## config.mk

```make
export PLATFORM = sky130hd
export DESIGN_NAME = jtframe_nmi_wdog
export DESIGN_NICKNAME = d
export VERILOG_FILES = /design/src/rtl/jtframe_nmi_wdog.sv
export SDC_FILE = /design/constraint.sdc
export NUM_CORES = 1
export LEC_CHECK = 0
export CAP_MARGIN = 20
export CORE_MARGIN = 1.5
export CORE_UTILIZATION = 50
export CTS_BUF_LIST = sky130_fd_sc_hd__clkbuf_2
export DETAILED_ROUTE_END_ITERATION = 12
export PLACE_DENSITY_LB_ADDON = 0.15
export SLEW_MARGIN = 10
export SYNTH_ARGS = -nofsm -noshare
export SYNTH_HDL_FRONTEND = slang
export SYNTH_SLANG_ARGS = --single-unit
```

## constraint.sdc

```tcl
create_clock -name clk -period 3.8 [get_ports clk]
set_input_delay 0.76 -clock clk [delete_from_list [all_inputs] [get_ports clk]]
set_output_delay 0.76 -clock clk [all_outputs]
set_load 0.05 [all_outputs]
```

## src/rtl/jtframe_nmi_wdog.sv

```systemverilog
// jtframe_nmi_wdog
// Vertical-blank NMI generator and watchdog for the Z80 main-CPU glue.
// It sits between the video timing (vb) and the CPU wrapper's nmi_n/rst_n inputs.
//
// Ports
//   clk, rst_n   system clock, asynchronous active-low reset
//   cen          CPU clock enable; everything except the reset-pulse timer is cen-gated
//   vb           vertical blank from video timing
//   nmi_en_we    write strobe for nmi_en (cen-qualified), nmi_en_din is the value
//   wd_en        watchdog enable level
//   kick         watchdog refresh strobe (cen-qualified)
//   wd_clr       clears wd_fired and miss_cnt (cen-qualified)
//   nmi_n        to CPU NMI input (active low)
//   cpu_rst_n    to CPU reset (active low), low for RST_LEN clk after reset or a fire
//   nmi_en       current NMI enable
//   wd_cnt       current watchdog count
//   wd_fired     sticky watchdog-fired flag
//   miss_cnt     saturating count of VB edges that arrived while NMI was still asserted
module jtframe_nmi_wdog #(
  parameter int CNT_W     = 4,
  parameter int WD_LIMIT  = 15,
  parameter int VB_POL    = 1,
  parameter int NMI_MODE  = 0,
  parameter int NMI_PULSE = 8,
  parameter int RST_LEN   = 16,
  parameter int MISS_W    = 8
) (
  input  logic              clk,
  input  logic              rst_n,
  input  logic              cen,
  input  logic              vb,
  input  logic              nmi_en_we,
  input  logic              nmi_en_din,
  input  logic              wd_en,
  input  logic              kick,
  input  logic              wd_clr,
  output logic              nmi_n,
  output logic              cpu_rst_n,
  output logic              nmi_en,
  output logic [CNT_W-1:0]  wd_cnt,
  output logic              wd_fired,
  output logic [MISS_W-1:0] miss_cnt
);

  localparam int PW = $clog2(NMI_PULSE + 1);
  localparam int RW = $clog2(RST_LEN + 1);
  localparam logic VB_ACT = (VB_POL != 0);
  localparam logic [CNT_W-1:0] LIMIT  = CNT_W'(WD_LIMIT);
  localparam logic [PW-1:0]    PULSE  = PW'(NMI_PULSE);
  localparam logic [RW-1:0]    RLEN   = RW'(RST_LEN);

  logic          vbl;
  logic [PW-1:0] pcnt;
  logic [RW-1:0] rst_cnt;

  logic vb_edge;
  logic edge_ok;
  logic wd_hold;
  logic fire;

  // While the CPU is held in reset (power-on or after a fire) edges are
  // ignored, so nothing can set an NMI or advance the watchdog.
  always_comb begin
    vb_edge = (vb == VB_ACT) && (vbl != VB_ACT);
    edge_ok = cen && vb_edge && cpu_rst_n;
    wd_hold = !wd_en || kick;
    fire    = edge_ok && !wd_hold && (wd_cnt == LIMIT);
  end

  // VB history starts at the inactive level so reset release never looks like an edge.
  always_ff @(posedge clk or negedge rst_n) begin
    if (!rst_n) begin
      vbl <= ~VB_ACT;
    end else if (cen) begin
      vbl <= vb;
    end
  end

  // Watchdog counter: disable/kick beats the edge, the limit edge fires.
  always_ff @(posedge clk or negedge rst_n) begin
    if (!rst_n) begin
      wd_cnt <= '0;
    end else if (cen) begin
      if (wd_hold || !cpu_rst_n || fire) begin
        wd_cnt <= '0;
      end else if (edge_ok) begin
        wd_cnt <= wd_cnt + CNT_W'(1);
      end
    end
  end

  // Sticky fired flag; a fire on the same tick as wd_clr keeps it set.
  always_ff @(posedge clk or negedge rst_n) begin
    if (!rst_n) begin
      wd_fired <= 1'b0;
    end else if (fire) begin
      wd_fired <= 1'b1;
    end else if (cen && wd_clr) begin
      wd_fired <= 1'b0;
    end
  end

  // CPU reset timer runs on every clk, not on cen.
  always_ff @(posedge clk or negedge rst_n) begin
    if (!rst_n) begin
      rst_cnt   <= RLEN;
      cpu_rst_n <= 1'b0;
    end else if (fire) begin
      rst_cnt   <= RLEN;
      cpu_rst_n <= 1'b0;
    end else if (rst_cnt != '0) begin
      rst_cnt <= rst_cnt - RW'(1);
      if (rst_cnt == RW'(1)) begin
        cpu_rst_n <= 1'b1;
      end
    end
  end

  // NMI enable and line. Fire and a write of 0 both release the line at once.
  // In pulse mode pcnt counts down the low time; set and countdown are
  // mutually exclusive because countdown only runs while nmi_n is low.
  always_ff @(posedge clk or negedge rst_n) begin
    if (!rst_n) begin
      nmi_en <= 1'b0;
      nmi_n  <= 1'b1;
      pcnt   <= '0;
    end else if (fire) begin
      nmi_en <= 1'b0;
      nmi_n  <= 1'b1;
      pcnt   <= '0;
    end else if (cen) begin
      if (nmi_en_we && !nmi_en_din) begin
        nmi_en <= 1'b0;
        nmi_n  <= 1'b1;
        pcnt   <= '0;
      end else begin
        if (nmi_en_we) begin
          nmi_en <= 1'b1;
        end
        if (edge_ok && nmi_en && nmi_n) begin
          nmi_n <= 1'b0;
          if (NMI_MODE != 0) begin
            pcnt <= PULSE;
          end
        end else if ((NMI_MODE != 0) && !nmi_n && (pcnt != '0)) begin
          pcnt <= pcnt - PW'(1);
          if (pcnt == PW'(1)) begin
            nmi_n <= 1'b1;
          end
        end
      end
    end
  end

  // Missed-NMI counter, saturating at all-ones.
  always_ff @(posedge clk or negedge rst_n) begin
    if (!rst_n) begin
      miss_cnt <= '0;
    end else if (cen && wd_clr) begin
      miss_cnt <= '0;
    end else if (edge_ok && nmi_en && !nmi_n && (miss_cnt != '1)) begin
      miss_cnt <= miss_cnt + MISS_W'(1);
    end
  end

endmodule

```

==> flow_summary.toml <==
[layout]
final_common_cell = "clkdlybuf4s50_1"
mostFrequentLayoutCells = "clkdlybuf4s50_1, dfrtp_1, nor2_1, o21ai_0, a21oi_1"
antenna_cells = 0
syn_to_final_growth_pct = 23.62
fin_nets = 152
drive_gt1_share_pct = 12.32

[clock_tree]
root_buffer = "clkbuf_2"
cts_resized = 0
htree_num_levels = 1
cts_sinks = 22
cts_setup_buffers = 0
cts_tree = "yes"
clkTransAtPathRegs_ps = 230
numCtsBuffers = 3
clk_path_buf_depth = 2
cts_hold_buffers = 0
clk_latency_ps = 340

[critical_path]
reg2reg_from = "miss_cnt[0]$_DFFE_PN0P_"
worstPathArrival_ps = 1740
crit_family = "buffers and inverters"
setup.worst_path.start_class = "flip-flop"
critPathSlowestCell = "clkdlybuf4s50_1"
cp_max_fo = 6
r2r_setup_slack_ps = 2160
crit_chain = "clkdlybuf4s50_1"
worst-path-buf-inv = 1
r2r-end = "miss_cnt[5]$_DFFE_PN0P_"
required_ps = 3040
critical_path_class = "flip-flop to output pin"
cp_slowest_stage_delay_ps = 860
crit_path_end_kind = "output pin"
reg2regPathDepth = 5

[logic_synthesis]
synth_top_area_share_pct = 42.37
synth_mux_area_share_pct = 3.602
synthCells = 112
synth.top_cells.by_area = "dfrtp_1, dfstp_2, nor2_1"
synthAdderAreaFrac_pct = 4.237
synth-simple-area-share_pct = 24.05
synth_cell_types = 38
ys_warn_count = 0
synth_fp_nets = 125
syn_avg_cell_area_um2 = 10.55
synth_top_family_by_area = "simple AND/OR/NAND/NOR gates"
synth_seq_area_share_pct = 46.82
synth-xor-area-share_pct = 3.708
synth_seq_cells = 22
synth_area_mm2 = 0.001181
synth_compound_area_share_pct = 14.72
yosys.area.top_type = "dfrtp_1"

[floorplanning]
fp-row-count = 17
die_y_um = 51.61
die_area_mm2 = 0.002663
ioPinCount = 25
coreArea_mm2 = 0.002212
die_x_um = 51.61
start_util_pct = 53.39

[detailed_routing]
routed_via_density = 5.639
drcViolationCount = 0
drt_first_iter_violations = 13
first_pass_iters = 4
wire_per_inst_um = 13.77
wl_um = 2286
drtAntennaViolNets = 0
num_vias = 936

[timing]
grt_setup_unrepaired = "false"
max_freq_ghz = 0.3995
final.setup.tns_ps = 0
finalHoldViolCount = 0
worst_pin_slew_ps = 971.9
slew_violations = 0
setup_viol = 0
skew_ps = 20.66
post-route-period-util_pct = 65.87
fin_crit_ps = 2503
maxSlewHeadroom_pct = 35.01

[job]
max-cap-violations = 0

[global_routing]
grt_usage_pct = 18.88
grt_overflow = 0
grt_max_degree = 23
grt_pass1_wl_um = 3760
grt_pass1_vias = 841
grt_antenna_before_repair = 0

[power]
report.power.total_uw = 480.7
irDropWorstVdd_mv = 0.2505
powerDensity_mw_per_mm2 = 329.2
p_leak_nw = 0.6633

[status]
status = "complete, no violations"

[hold_path]
whs_path_depth = 1
hold_path.class = "flip-flop to flip-flop"
holdPathEnd = "wd_fired$_DFFE_PN0P_"
hold_path.startpoint = "wd_fired$_DFFE_PN0P_"

[placed_design]
port_buffers = 24
gp_congestion = 0.7788
dp_hpwl_um = 1671
-- layer usage --
layer,part of all wire (%),GRT usage [%]
met1,46,24.49
met2,50,32.26
met3,3.2,3.448
met4,0.61,5.263
met5,0,0
-- worst max-delay path by stage --
stage	startpoint	end	slack (ps)	cells after the start
2_1_floorplan	cen	miss_cnt[6]$_DFFE_PN0P_	1970	5
3_3_place_gp	cen	miss_cnt[6]$_DFFE_PN0P_	1340	5
3_5_place_dp	cen	miss_cnt[5]$_DFFE_PN0P_	1240	5
4_1_cts	miss_cnt[3]$_DFFE_PN0P_	miss_cnt[3]	1290	1
5_1_grt	miss_cnt[3]$_DFFE_PN0P_	miss_cnt[3]	1230	1
6_report	miss_cnt[3]$_DFFE_PN0P_	miss_cnt[3]	1300	1
-- flip-flops by register name, indices dropped and copies added (netlist names) --
| name | flops |
|---|---|
| miss_cnt | 8 |
| nmi_n | 1 |
| nmi_en | 1 |
| rst_cnt | 5 |
| wd_fired | 1 |
| vbl | 1 |
| wd_cnt | 4 |
| cpu_rst_n | 1 |
-- cell type report --
type	count	area, um^2
clock buffer	3	15.01
inverter	5	18.77
timing repair buffer	24	240.2
fill	180	752.0
clock inverter	1	3.754
multi-input combinational	83	594.3
sequential	22	553.0
tap	28	35.03
-- cell families (layout without fill, tap and decap cells) --
logic type,count (synthesis),after routing
muxes,4,4
xor gates and xnor gates,5,5
AOI/OAI and AO/OA,25,25
adders and majority gates,4,4
DFF,22,22
buffers and inverters,7,33
and+or+nand+nor,45,45
-- cell usage after synthesis --
cell and n:
nor2b_1 1, o2111ai_2 1, and2_2 2, nand2_1 5, or3b_2 1, dfrtp_1 20
nor3b_1 1, ha_1 4, a22o_1 2, nand2b_1 1, nand3_1 6, nand4_4 1
o211ai_4 1, nor3_1 2, mux2i_1 2, xnor2_1 2, a21o_1 3, nor4b_2 1
a21oi_1 7, and4b_4 1, and3_1 1, buf_6 1, dfstp_2 2, and2b_2 1
inv_1 5, or4_1 1, o31ai_1 1, or3_1 3, o2111ai_1 1, nor2_1 14
nor4_4 1, buf_1 1, mux2_2 2, xor2_1 3, o21ai_0 8, a31oi_1 1
nand3b_1 1, nand4b_1 1
-- where the power goes --
part / switching [mW] / internal (mW) / total [mW]
clock network: 0.0751 / 0.0229 / 0.0979
registers: 0.0142 / 0.249 / 0.264
logic: 0.0674 / 0.0516 / 0.119
total: 0.157 / 0.324 / 0.481
-- per-stage QoR --
step	utilization, %	worst slack, ps	hold slack [ps]	instances	area (um^2)
final	66.01	1297	518.0	166	1460
after global placement	65.16	1341	471.2	162	1441
after floorplan	-	1972	464.4	112	1181
after CTS	66.01	1291	518.3	166	1460
after detailed placement	65.16	1241	468.0	162	1441
after global routing	66.01	1233	548.8	166	1460
Note: power is estimated with default switching activity, not from simulation.
